**config.mk**
```make
export PLATFORM = sky130hd
export DESIGN_NAME = tcdm_stream_reader_flat
export DESIGN_NICKNAME = d
export VERILOG_FILES = /design/src/rtl/tcdm_stream_reader_if.sv /design/src/rtl/tcdm_stream_reader.sv /design/src/flat_wrapper.sv
export SDC_FILE = /design/constraint.sdc
export NUM_CORES = 1
export LEC_CHECK = 0
export ABC_AREA = 1
export BUFFER_PORTS_ARGS = -buffer_cell sky130_fd_sc_hd__buf_2
export CORE_MARGIN = 1
export CORE_UTILIZATION = 56
export DETAILED_ROUTE_END_ITERATION = 12
export HOLD_SLACK_MARGIN = 0.02
export PLACE_DENSITY = 0.78
export SETUP_SLACK_MARGIN = 0.5
export SLEW_MARGIN = 20
export SYNTH_ARGS = -nofsm -noshare
export SYNTH_HDL_FRONTEND = slang
export SYNTH_SLANG_ARGS = --single-unit
```
**constraint.sdc**
```tcl
create_clock -name clk_i -period 4.4 [get_ports clk_i]
set_clock_uncertainty 0.2 [all_clocks]
set_input_delay 0.44 -clock clk_i [delete_from_list [all_inputs] [get_ports clk_i]]
set_output_delay 0.44 -clock clk_i [all_outputs]
set_load 0.05 [all_outputs]
```
**src/rtl/tcdm_stream_reader_if.sv**
```systemverilog
// Bundle of the TCDM request/response channel and the outgoing word stream
// seen by tcdm_stream_reader; master is the reader, slave is its environment.
interface tcdm_stream_reader_if;
  logic        tcdm_req;
  logic        tcdm_gnt;
  logic [31:0] tcdm_add;
  logic        tcdm_wen;
  logic [3:0]  tcdm_be;
  logic [31:0] tcdm_data;
  logic [31:0] tcdm_r_data;
  logic        tcdm_r_valid;
  logic [31:0] stream_data;
  logic        stream_valid;
  logic        stream_ready;

  modport master (
    output tcdm_req, tcdm_add, tcdm_wen, tcdm_be, tcdm_data,
    output stream_data, stream_valid,
    input  tcdm_gnt, tcdm_r_data, tcdm_r_valid, stream_ready
  );

  modport slave (
    input  tcdm_req, tcdm_add, tcdm_wen, tcdm_be, tcdm_data,
    input  stream_data, stream_valid,
    output tcdm_gnt, tcdm_r_data, tcdm_r_valid, stream_ready
  );
endinterface

```
**src/rtl/tcdm_stream_reader.sv**
```systemverilog
// Strided TCDM read master with credit-limited issue and a response FIFO.
// Optional cycle counters enabled by TCDM_STREAM_READER_PERF_EN.
module tcdm_stream_reader #(
  parameter int unsigned FIFO_DEPTH = 4,
  parameter int unsigned CNT_WIDTH  = 16
) (
  input  logic                 clk_i,
  input  logic                 rst_ni,
  input  logic                 clear_i,
  input  logic                 start_i,
  input  logic [31:0]          base_addr_i,
  input  logic [31:0]          stride_i,
  input  logic [CNT_WIDTH-1:0] len_i,
  output logic                 busy_o,
  output logic                 done_o,
  tcdm_stream_reader_if.master bus
`ifdef TCDM_STREAM_READER_PERF_EN
  ,
  output logic [31:0]          perf_stall_o,
  output logic [31:0]          perf_bp_o
`endif
);

  localparam int unsigned PTR_W = (FIFO_DEPTH > 1) ? $clog2(FIFO_DEPTH) : 1;
  localparam int unsigned OCC_W = PTR_W + 1;

  localparam logic [1:0] ST_IDLE  = 2'd0;
  localparam logic [1:0] ST_ISSUE = 2'd1;
  localparam logic [1:0] ST_DRAIN = 2'd2;

  localparam logic [OCC_W:0]   DEPTH_C   = (OCC_W+1)'(FIFO_DEPTH);
  localparam logic [OCC_W-1:0] DEPTH_OCC = OCC_W'(FIFO_DEPTH);

  logic [1:0]           state_q, state_d;
  logic [31:0]          addr_q, addr_d;
  logic [31:0]          stride_q, stride_d;
  logic [CNT_WIDTH-1:0] len_q, len_d;
  logic [CNT_WIDTH-1:0] idx_q, idx_d;
  logic [OCC_W-1:0]     outst_q, outst_d;
  logic [OCC_W-1:0]     fifo_cnt_q, fifo_cnt_d;
  logic [PTR_W-1:0]     wr_ptr_q, rd_ptr_q;
  logic                 done_q, done_d;
  logic [31:0]          fifo_mem_q [FIFO_DEPTH];

  logic [OCC_W:0]       credit;
  logic                 req;
  logic                 gnt_fire;
  logic                 push;
  logic                 pop;
  logic                 fifo_empty;
  logic                 start_acc;

  // Words already buffered plus words still in flight never exceed the FIFO
  // size; a grant is the only event that lowers credit, so a pending
  // request cannot lose its credit before it is granted.
  assign credit     = DEPTH_C - {1'b0, fifo_cnt_q} - {1'b0, outst_q};
  assign req        = (state_q == ST_ISSUE) && (credit != '0);
  assign gnt_fire   = req && bus.tcdm_gnt;
  assign push       = bus.tcdm_r_valid && (outst_q != '0);
  assign fifo_empty = (fifo_cnt_q == '0);
  assign pop        = !fifo_empty && bus.stream_ready;
  assign start_acc  = (state_q == ST_IDLE) && start_i;

  assign bus.tcdm_req     = req;
  assign bus.tcdm_add     = addr_q;
  assign bus.tcdm_wen     = 1'b1;
  assign bus.tcdm_be      = 4'hF;
  assign bus.tcdm_data    = 32'h0;
  assign bus.stream_data  = fifo_mem_q[rd_ptr_q];
  assign bus.stream_valid = !fifo_empty;

  assign busy_o = (state_q != ST_IDLE);
  assign done_o = done_q;

  always_comb begin
    outst_d = outst_q;
    case ({gnt_fire, push})
      2'b10:   outst_d = outst_q + OCC_W'(1);
      2'b01:   outst_d = outst_q - OCC_W'(1);
      default: outst_d = outst_q;
    endcase
  end

  always_comb begin
    fifo_cnt_d = fifo_cnt_q;
    case ({push, pop})
      2'b10:   fifo_cnt_d = fifo_cnt_q + OCC_W'(1);
      2'b01:   fifo_cnt_d = fifo_cnt_q - OCC_W'(1);
      default: fifo_cnt_d = fifo_cnt_q;
    endcase
  end

  always_comb begin
    state_d  = state_q;
    addr_d   = addr_q;
    stride_d = stride_q;
    len_d    = len_q;
    idx_d    = idx_q;
    done_d   = 1'b0;
    case (state_q)
      ST_IDLE: begin
        if (start_i) begin
          if (len_i != '0) begin
            addr_d   = base_addr_i;
            stride_d = stride_i;
            len_d    = len_i;
            idx_d    = '0;
            state_d  = ST_ISSUE;
          end else begin
            done_d = 1'b1;
          end
        end
      end
      ST_ISSUE: begin
        if (gnt_fire) begin
          idx_d  = idx_q + CNT_WIDTH'(1);
          addr_d = addr_q + stride_q;
          if (idx_d == len_q) begin
            state_d = ST_DRAIN;
          end
        end
      end
      ST_DRAIN: begin
        // Look at next-cycle occupancy so done lands right after the last pop.
        if ((outst_d == '0) && (fifo_cnt_d == '0)) begin
          state_d = ST_IDLE;
          done_d  = 1'b1;
        end
      end
      default: state_d = ST_IDLE;
    endcase
  end

  always_ff @(posedge clk_i or negedge rst_ni) begin
    if (!rst_ni) begin
      state_q    <= ST_IDLE;
      addr_q     <= '0;
      stride_q   <= '0;
      len_q      <= '0;
      idx_q      <= '0;
      outst_q    <= '0;
      fifo_cnt_q <= '0;
      wr_ptr_q   <= '0;
      rd_ptr_q   <= '0;
      done_q     <= 1'b0;
    end else if (clear_i) begin
      state_q    <= ST_IDLE;
      addr_q     <= '0;
      stride_q   <= '0;
      len_q      <= '0;
      idx_q      <= '0;
      outst_q    <= '0;
      fifo_cnt_q <= '0;
      wr_ptr_q   <= '0;
      rd_ptr_q   <= '0;
      done_q     <= 1'b0;
    end else begin
      state_q    <= state_d;
      addr_q     <= addr_d;
      stride_q   <= stride_d;
      len_q      <= len_d;
      idx_q      <= idx_d;
      outst_q    <= outst_d;
      fifo_cnt_q <= fifo_cnt_d;
      done_q     <= done_d;
      if (push) begin
        wr_ptr_q <= wr_ptr_q + PTR_W'(1);
      end
      if (pop) begin
        rd_ptr_q <= rd_ptr_q + PTR_W'(1);
      end
    end
  end

  // Storage carries no reset; the occupancy counter alone defines validity.
  always_ff @(posedge clk_i) begin
    if (push) begin
      fifo_mem_q[wr_ptr_q] <= bus.tcdm_r_data;
    end
  end

`ifdef TCDM_STREAM_READER_PERF_EN
  logic [31:0] perf_stall_q, perf_bp_q;

  always_ff @(posedge clk_i or negedge rst_ni) begin
    if (!rst_ni) begin
      perf_stall_q <= '0;
      perf_bp_q    <= '0;
    end else if (clear_i || start_acc) begin
      perf_stall_q <= '0;
      perf_bp_q    <= '0;
    end else begin
      if (req && !bus.tcdm_gnt && (perf_stall_q != 32'hFFFF_FFFF)) begin
        perf_stall_q <= perf_stall_q + 32'd1;
      end
      if (!fifo_empty && !bus.stream_ready && (perf_bp_q != 32'hFFFF_FFFF)) begin
        perf_bp_q <= perf_bp_q + 32'd1;
      end
    end
  end

  assign perf_stall_o = perf_stall_q;
  assign perf_bp_o    = perf_bp_q;
`else
  logic unused_start_acc;
  assign unused_start_acc = start_acc;
`endif

`ifndef SYNTHESIS
  always_ff @(posedge clk_i) begin
    if (rst_ni && !clear_i) begin
      assert (!(push && (fifo_cnt_q == DEPTH_OCC) && !pop))
        else $error("tcdm_stream_reader: push into full FIFO");
      assert (!(pop && fifo_empty))
        else $error("tcdm_stream_reader: pop from empty FIFO");
    end
  end
`endif

endmodule

```
**src/flat_wrapper.sv**
```systemverilog
// flat-port wrapper written by rule: the top's interface ports become plain ports
module tcdm_stream_reader_flat 
#(
  parameter int unsigned FIFO_DEPTH = 4,
  parameter int unsigned CNT_WIDTH  = 16
)
  (clk_i, rst_ni, clear_i, start_i, base_addr_i, stride_i, len_i, busy_o, done_o, bus_tcdm_req, bus_tcdm_add, bus_tcdm_wen, bus_tcdm_be, bus_tcdm_data, bus_stream_data, bus_stream_valid, bus_tcdm_gnt, bus_tcdm_r_data, bus_tcdm_r_valid, bus_stream_ready);
  tcdm_stream_reader_if bus_i ();
  input  logic clk_i;
  input  logic rst_ni;
  input  logic clear_i;
  input  logic start_i;
  input  logic [31:0] base_addr_i;
  input  logic [31:0] stride_i;
  input  logic [CNT_WIDTH-1:0] len_i;
  output logic busy_o;
  output logic done_o;
  output wire logic [$bits(bus_i.tcdm_req)-1:0] bus_tcdm_req;
  output wire logic [$bits(bus_i.tcdm_add)-1:0] bus_tcdm_add;
  output wire logic [$bits(bus_i.tcdm_wen)-1:0] bus_tcdm_wen;
  output wire logic [$bits(bus_i.tcdm_be)-1:0] bus_tcdm_be;
  output wire logic [$bits(bus_i.tcdm_data)-1:0] bus_tcdm_data;
  output wire logic [$bits(bus_i.stream_data)-1:0] bus_stream_data;
  output wire logic [$bits(bus_i.stream_valid)-1:0] bus_stream_valid;
  input wire logic [$bits(bus_i.tcdm_gnt)-1:0] bus_tcdm_gnt;
  input wire logic [$bits(bus_i.tcdm_r_data)-1:0] bus_tcdm_r_data;
  input wire logic [$bits(bus_i.tcdm_r_valid)-1:0] bus_tcdm_r_valid;
  input wire logic [$bits(bus_i.stream_ready)-1:0] bus_stream_ready;
  assign bus_tcdm_req = bus_i.tcdm_req;
  assign bus_tcdm_add = bus_i.tcdm_add;
  assign bus_tcdm_wen = bus_i.tcdm_wen;
  assign bus_tcdm_be = bus_i.tcdm_be;
  assign bus_tcdm_data = bus_i.tcdm_data;
  assign bus_stream_data = bus_i.stream_data;
  assign bus_stream_valid = bus_i.stream_valid;
  assign bus_i.tcdm_gnt = bus_tcdm_gnt;
  assign bus_i.tcdm_r_data = bus_tcdm_r_data;
  assign bus_i.tcdm_r_valid = bus_tcdm_r_valid;
  assign bus_i.stream_ready = bus_stream_ready;
  tcdm_stream_reader #(.FIFO_DEPTH(FIFO_DEPTH), .CNT_WIDTH(CNT_WIDTH)) u_core (.clk_i(clk_i), .rst_ni(rst_ni), .clear_i(clear_i), .start_i(start_i), .base_addr_i(base_addr_i), .stride_i(stride_i), .len_i(len_i), .busy_o(busy_o), .done_o(done_o), .bus(bus_i));
endmodule
```
# ---- Word-level counts from Yosys, hierarchy flattened
# Memory sizes are Yosys's and may differ from the RTL's.
# Cells that the tools add are included.
dict set report word_totals {
  regBits 109
  ramBits 128
  out_inout_bits 105
  wordCells 96
  memories 1
}
# name words word_bits read_ports rd_clocked_by_memory_dff wr line
set mem_list {}
lappend mem_list {u_core.fifo_mem_q 4 32 1 0 1 tcdm_stream_reader.sv:43} ;# logic [31:0] fifo_mem_q [FIFO_DEPTH];
dict set report classes {
  add_sub_neg 10
  eq_ne 12
  muxes 40
  reduce_logical 23
}
# operator count
set op_table {}
lappend op_table {{32-bit two-way mux} 8}
lappend op_table {{16-bit two-way mux} 8}
lappend op_table {{32-bit case mux with 2 select lines} 1}
lappend op_table {{32-bit adder} 1}
lappend op_table {{16-bit case mux with 2 select lines} 1}
lappend op_table {{2-bit two-way mux} 10}
lappend op_table {{16-bit by 1-bit adder with 16-bit output, second input constant} 1}
lappend op_table {{16-bit equality test} 1}
lappend op_table {{16-bit nonzero test} 1}
lappend op_table {{3-bit case mux with 2 select lines} 2}
lappend op_table {{2-bit nonzero test} 6}
lappend op_table {{3-bit logical NOT} 3}
lappend op_table {{3-bit != test, second input constant} 3}
lappend op_table {{3-bit by 1-bit adder with 3-bit output, second input constant} 2}
lappend op_table {{2-bit by 1-bit equality test with 1-bit output, second input constant} 3}
lappend op_table {{2-bit equality test, second input constant} 3}
lappend op_table {{1-bit two-way mux} 6}
lappend op_table {{3-bit two-way mux} 2}
lappend op_table {{3-bit by 2-bit != test with 1-bit output, second input constant} 2}
lappend op_table {{2-bit case mux with 3 select lines} 1}
lappend op_table {{3-bit nonzero test} 2}
lappend op_table {{3-bit by 1-bit subtractor with 3-bit output, second input constant} 2}
lappend op_table {{1-bit logical AND} 5}
lappend op_table {{5-bit AND reduction} 1}
lappend op_table {{9 further kinds} 10}

# ---- Logic depth before layout (Yosys ltp)
dict set report depth {
  ltp_word 12
  depth_mapped 21
}

# ---- Least setup slack after synthesis
# No wires, ideal clock.
dict set report synth_path {
  path_type {reg2reg}
  start {register u_core.fifo_cnt_q[1]}
  end {register u_core.state_q[0]}
  setup_time_ns 0.130
  t_arrival_ns 3.069
  required_time_ns 4.070
  setup_slack_ns 1.001
  stages_incl_launch_ff 22
  path_buffers 0
  period_less_slack_ns 3.399
  cell_sequence {dfrtp_1 > ha_1 > inv_1 > ha_1 > fa_1 > nor3_1 > nand2_1 > nand3_1 > ha_1 > fa_1 > inv_1 > o21ai_0 > nor2_1 > nand2_1 > nor2_1 > nand2_1 > nand2_1 > nand3_1 > nor2_1 > nand3_1 > nand3_1 > nand2_1}
}
dict set report synth_via {
  elab_chain_cells 11
  word_cells_on_any_way 22
  cone_classes {4 x add/sub; 6 x eq/ne; 2 x mux; 10 x reduce/logical}
}
# item line
set synth_rtl {}
lappend synth_rtl {{from (decl)} tcdm_stream_reader.sv:40} ;# logic [OCC_W-1:0] fifo_cnt_q, fifo_cnt_d;
lappend synth_rtl {{from (signal assigned)} tcdm_stream_reader.sv:164} ;# fifo_cnt_q <= fifo_cnt_d;
lappend synth_rtl {{3-bit by 3-bit subtractor with 4-bit output} tcdm_stream_reader.sv:56} ;# assign credit = DEPTH_C - {1'b0, fifo_cnt_q} - {1'b0, outst_q};
lappend synth_rtl {{4-bit by 3-bit subtractor with 4-bit output} tcdm_stream_reader.sv:56}
lappend synth_rtl {{4-bit nonzero test} tcdm_stream_reader.sv:57} ;# assign req = (state_q == ST_ISSUE) && (credit != '0);
lappend synth_rtl {{1-bit logical AND} tcdm_stream_reader.sv:57}
lappend synth_rtl {{1-bit logical AND} tcdm_stream_reader.sv:58} ;# assign gnt_fire = req && bus.tcdm_gnt;
lappend synth_rtl {{2-bit by 1-bit equality test with 1-bit output or 2-bit equality test (tied branches)} tcdm_stream_reader.sv:77} ;# case ({gnt_fire, push})
lappend synth_rtl {{3-bit case mux with 2 select lines} tcdm_stream_reader.sv:77}
lappend synth_rtl {{3-bit logical NOT} tcdm_stream_reader.sv:125} ;# if ((outst_d == '0) && (fifo_cnt_d == '0)) begin
lappend synth_rtl {{1-bit logical AND} tcdm_stream_reader.sv:125}
lappend synth_rtl {{3-bit by 2-bit != test with 1-bit output (no line)} n/a}
lappend synth_rtl {{5-bit AND reduction (no line) *} n/a}
lappend synth_rtl {{to (signal assigned)} tcdm_stream_reader.sv:158} ;# state_q <= state_d;
lappend synth_rtl {{to (decl)} tcdm_stream_reader.sv:34} ;# logic [1:0] state_q, state_d;
# Mark *: on every way between the ends. The rest lies on a longest branch, timed or not.
# A chain may end at the register's enable or synchronous reset.

# ---- Final worst setup path
dict set report layout_path {
  start {register u_core.outst_q[1]}
  end {register u_core.state_q[0]}
}
dict set report layout_via {
  elab_chain_cells 10
  word_cells_on_any_way 20
  cone_classes {3 x add/sub; 6 x eq/ne; 2 x mux; 9 x reduce/logical}
}
# item line
set layout_rtl {}
lappend layout_rtl {{from (decl)} tcdm_stream_reader.sv:39} ;# logic [OCC_W-1:0] outst_q, outst_d;
lappend layout_rtl {{from (signal assigned)} tcdm_stream_reader.sv:163} ;# outst_q <= outst_d;
lappend layout_rtl {{4-bit by 3-bit subtractor with 4-bit output} tcdm_stream_reader.sv:56}
lappend layout_rtl {{4-bit nonzero test} tcdm_stream_reader.sv:57}
lappend layout_rtl {{1-bit logical AND} tcdm_stream_reader.sv:57}
lappend layout_rtl {{1-bit logical AND} tcdm_stream_reader.sv:58}
lappend layout_rtl {{2-bit by 1-bit equality test with 1-bit output or 2-bit equality test (tied branches)} tcdm_stream_reader.sv:77}
lappend layout_rtl {{3-bit case mux with 2 select lines} tcdm_stream_reader.sv:77}
lappend layout_rtl {{3-bit logical NOT} tcdm_stream_reader.sv:125}
lappend layout_rtl {{1-bit logical AND} tcdm_stream_reader.sv:125}
lappend layout_rtl {{3-bit by 2-bit != test with 1-bit output (no line)} n/a}
lappend layout_rtl {{5-bit AND reduction (no line) *} n/a}
# Marked as above.

==> impl_metrics.prom <==
# TYPE chip_impl_metric gauge
chip_impl_info{name="cts_tree",value="done"} 1
chip_impl_info{name="yosys.area.top_type",value="sky130_fd_sc_hd__edfxtp_1"} 1
chip_impl_metric{name="slowest_delay",unit="ns"} 0.45
chip_impl_info{name="cp-end-kind",value="flip-flop"} 1
chip_impl_metric{name="worst_slew_margin_relative_to_its_limit",unit="%"} 47.40
chip_impl_metric{name="clkTransAtPathRegs",unit="ns"} 0.06
chip_impl_metric{name="syn_avg_cell_area",unit="µm²"} 8.690
chip_impl_metric{name="postLayoutSetupSlackWorst",unit="ns"} 0.7652
chip_impl_metric{name="clock_latency",unit="ns"} 0.51
chip_impl_metric{name="final_antenna_net_count",unit=""} 0
chip_impl_metric{name="post-place-ws",unit="ns"} 0.6926
chip_impl_metric{name="wl",unit="µm"} 32950
chip_impl_metric{name="cap_violations",unit=""} 0
chip_impl_info{name="cp_common_cell",value="sky130_fd_sc_hd__nand2_1"} 1
chip_impl_info{name="synth_most_common_cell",value="sky130_fd_sc_hd__nand2_1"} 1
chip_impl_info{name="path_cells",value="ha_1 -> inv_1 -> ha_1 -> fa_1 -> nor3_2 -> nand2_1 -> nand3_2 -> ha_4 -> fa_1 -> inv_1 -> o21ai_1 -> nor2_1 -> nand2_1 -> nor2_1 -> nand2_1 -> nand2_1 -> nand3_1 -> nor2_1 -> nand3_1 -> nand3_1 -> nand2_1"} 1
chip_impl_metric{name="start_util",unit="%"} 57.24
chip_impl_metric{name="wl_per_cell",unit="µm"} 16.43
chip_impl_metric{name="synthArstFlopShare",unit="%"} 45.99
chip_impl_metric{name="min_period",unit="ns"} 3.635
chip_impl_metric{name="coreArea",unit="mm²"} 0.02189
chip_impl_metric{name="vias_per_cell",unit=""} 5.535
chip_impl_metric{name="irDropWorstVdd",unit="mV"} 0.3367
chip_impl_metric{name="placedCellCount",unit=""} 1870
chip_impl_metric{name="first_global_vias",unit=""} 10510
chip_impl_metric{name="numPortBuffers",unit=""} 186
chip_impl_info{name="critical_path_class",value="flip-flop to flip-flop"} 1
chip_impl_info{name="setup.worst_path.start",value="u_core.outst_q[1]"} 1
chip_impl_metric{name="synth.cell_area",unit="mm²"} 0.01253
chip_impl_metric{name="io-pin-count",unit=""} 224
chip_impl_metric{name="design.die.area",unit="mm²"} 0.02298
chip_impl_info{name="worst_hold_startpoint",value="base_addr_i[8]"} 1
chip_impl_metric{name="synth-seq-cells",unit=""} 237
chip_impl_metric{name="layout-drive-gt1-share",unit="%"} 15.35
chip_impl_metric{name="instances_no_fill",unit=""} 2006
chip_impl_metric{name="detailedPlacementHpwl",unit="µm"} 21850
chip_impl_info{name="run_status",value="completed"} 1
chip_impl_metric{name="synthDominantCellAreaShare",unit="%"} 30.67
chip_impl_metric{name="nets",unit=""} 1873
chip_impl_metric{name="setup_tns",unit="ns"} 0
chip_impl_metric{name="design_power_total",unit="µW"} 7821
chip_impl_metric{name="cts-buffers-inserted",unit=""} 25
chip_impl_metric{name="synth_enable_flop_cells",unit=""} 128
chip_impl_metric{name="final.fill_count",unit=""} 1711
chip_impl_metric{name="final-hold-violation-count",unit=""} 0
chip_impl_metric{name="period_share",unit="%"} 82.61
chip_impl_info{name="clock_tree.root_cell",value="sky130_fd_sc_hd__clkbuf_16"} 1
chip_impl_info{name="critical-path-slowest-cell",value="sky130_fd_sc_hd__fa_1"} 1
chip_impl_metric{name="die_span_in_x",unit="µm"} 151.6
chip_impl_metric{name="clock-sinks",unit=""} 237
chip_impl_metric{name="synthToLayoutAreaGrowth",unit="%"} 21.87
chip_impl_metric{name="highest_clock_rate",unit="MHz"} 275.1
chip_impl_metric{name="count_of_synthesis_stage_warnings_from_yosys",unit=""} 0
chip_impl_metric{name="first_pass_grt_wire_length",unit="µm"} 51530
chip_impl_metric{name="number_of_drc_violations_after_detailed_routing",unit=""} 0
chip_impl_metric{name="ys_seq_area_share",unit="%"} 52.44
chip_impl_info{name="synthTopCellsByCount",value="296 x sky130_fd_sc_hd__nand2_1, 197 x sky130_fd_sc_hd__nor2_1, 142 x sky130_fd_sc_hd__nand3_1, 135 x sky130_fd_sc_hd__o21ai_0, 128 x sky130_fd_sc_hd__edfxtp_1"} 1
chip_impl_metric{name="grtUsageTotal",unit="%"} 28.64
chip_impl_metric{name="worstMarginPinSlew",unit="ns"} 0.7889
chip_impl_metric{name="yosys.cell_types.count",unit=""} 40
chip_impl_metric{name="power.leakage",unit="µW"} 0.006942
chip_impl_metric{name="routabilityCongestion",unit=""} 0.8981
chip_impl_metric{name="postSynthCellCount",unit=""} 1442
chip_impl_metric{name="diodes",unit=""} 0
chip_impl_metric{name="num_vias",unit=""} 11100
chip_impl_metric{name="floorplan_row_count",unit=""} 54
chip_impl_metric{name="grt_remaining_overflow",unit=""} 0
chip_impl_metric{name="slew_viol_final",unit=""} 0
chip_impl_metric{name="cp_max_fo",unit=""} 3
chip_impl_info{name="grt_setup_unrepaired",value="false"} 1
chip_impl_metric{name="die-height",unit="µm"} 151.6
chip_impl_metric{name="cts_buffer_depth",unit=""} 3
chip_impl_metric{name="setup-violations-final",unit=""} 0
chip_impl_metric{name="arrival",unit="ns"} 3.82
chip_impl_metric{name="drt_iter0_drc",unit=""} 810
chip_impl_info{name="ys.flop_type",value="sky130_fd_sc_hd__edfxtp_1"} 1
chip_impl_metric{name="detail_route.first_pass.iterations",unit=""} 6
chip_impl_metric{name="final_design_area_no_fill",unit="mm²"} 0.01527
chip_impl_info{name="critical_path_source_type",value="flip-flop"} 1
chip_impl_metric{name="placement.cell_area",unit="mm²"} 0.01358
chip_impl_metric{name="largest_net_degree_at_the_start_of_global_routing",unit=""} 75
chip_impl_metric{name="cellPowerDensity",unit="mW/mm²"} 512.2
chip_impl_metric{name="htree_levels",unit=""} 1
chip_impl_info{name="hold_path_class",value="primary input to flip-flop"} 1
chip_impl_metric{name="cp_data_required_time",unit="ns"} 4.58
chip_impl_info{name="synth.top_cells.by_area",value="sky130_fd_sc_hd__edfxtp_1 31%, sky130_fd_sc_hd__dfrtp_1 22%, sky130_fd_sc_hd__nand2_1 8.9%"} 1
chip_impl_metric{name="grt_antenna_before_repair",unit=""} 0
chip_impl_info{name="timing.rr.start",value="u_core.outst_q[1]"} 1
power by group:
group / internal [µW] / switching [µW]
Combinational: 827 / 2190
Sequential: 2600 / 179
Clock: 1200 / 823
worst max-delay path, delay by kind of cell (launching register included):
family / cells / cell delay, ns
and+or+nand+nor: 13 / 1.26
AOI/OAI and AO/OA: 1 / 0.07
adders and majority gates: 5 / 1.46
buffers and inverters: 2 / 0.10
DFF: 1 / 0.42
metal layers:
layer | track usage [%] | wire length [µm]
met5 | 0 | 0
met2 | 50.50 | 16100
met3 | 3.443 | 2188
met4 | 7.574 | 724
met1 | 37.32 | 13940
per-stage QoR:
step	hold WS (ns)	util (%)
6_report	0.03738	69.76
5_1_grt	0.02126	69.76
4_1_cts	0.02495	69.38
3_5_place_dp	0.2417	62.02
3_3_place_gp	0.2326	62.02
2_1_floorplan	-0.05559	-
registers in the layout, summed over array words and instances, names as in the netlist:
| name | cells |
|---|---|
| u_core.fifo_mem_q | 128 |
| u_core.bus.tcdm_add | 32 |
| u_core.stride_q | 32 |
| u_core.idx_q | 16 |
| u_core.len_q | 16 |
| u_core.fifo_cnt_q | 3 |
| u_core.outst_q | 3 |
| u_core.rd_ptr_q | 2 |
| u_core.state_q | 2 |
| u_core.wr_ptr_q | 2 |
| u_core.done_o | 1 |
kinds of logic (layout without fill, tap and decap cells):
kind of cell | Yosys count | in the layout | synth area share, %
xor gates and xnor gates | 14 | 14 | 0.9786
buffers and inverters | 207 | 456 | 7.499
adders and majority gates | 46 | 46 | 4.833
muxes | 1 | 1 | 0.07988
and+or+nand+nor | 670 | 670 | 22.51
AOI/OAI and AO/OA | 265 | 265 | 11.60
other | 2 | 37 | 0.05993
DFF | 237 | 237 | 52.44
placed cells by master, fill, tap and decap left out, drive strengths merged, types with 2 or more instances in the layout:
cell type and count:
conb 37, inv 119, nor3 8, nand2 299, or2 2, clkinv 6, nand3b 3, bufinv 2
nor2 201, o21ai 139, nand3 143, dlygate4sd3 83, o21bai 3, buf 209, ha 42, a21o 4
o21a 3, fa 4, dfrtp 109, nor4 5, o22ai 52, clkbuf 36, a21oi 53, xor2 11
nand4 9, edfxtp 128, o211ai 2, xnor2 3, a22o 6
repair_timing:
action,CTS,global route
endpoints found under the hold margin,212,0
setup endpoints to repair,0,2
gates resized for setup,0,6
hold buffers,83,0
setup buffers,0,8
area by class of cell:
| type | count | area, µm² | share of cell area [%] |
|---|---|---|---|
| Clock inverter | 9 | 92.59 | 0.6063 |
| Inverter | 119 | 446.7 | 2.925 |
| Tap cell | 280 | 350.3 | 2.294 |
| Multi-Input combinational cell | 1033 | 5184 | 33.95 |
| Sequential cell | 237 | 6574 | 43.05 |
| Clock buffer | 36 | 686.9 | 4.498 |
| Timing Repair Buffer | 292 | 1937 | 12.68 |
path summary, 6_finish.rpt:
check                      slack [ns]  cells past startpoint                endpoint
max in group asynchronous        2.86                      3     u_core.stride_q[18]
min reg2reg                      0.32                      2      u_core.stride_q[5]
max                              0.77                     21       u_core.state_q[0]
min                              0.04                      3  u_core.bus.tcdm_add[8]
max reg2reg                      0.77                     21       u_core.state_q[0]
min in group asynchronous        0.24                      2       u_core.outst_q[1]
No activity file was read; power rests on OpenSTA's default activity.
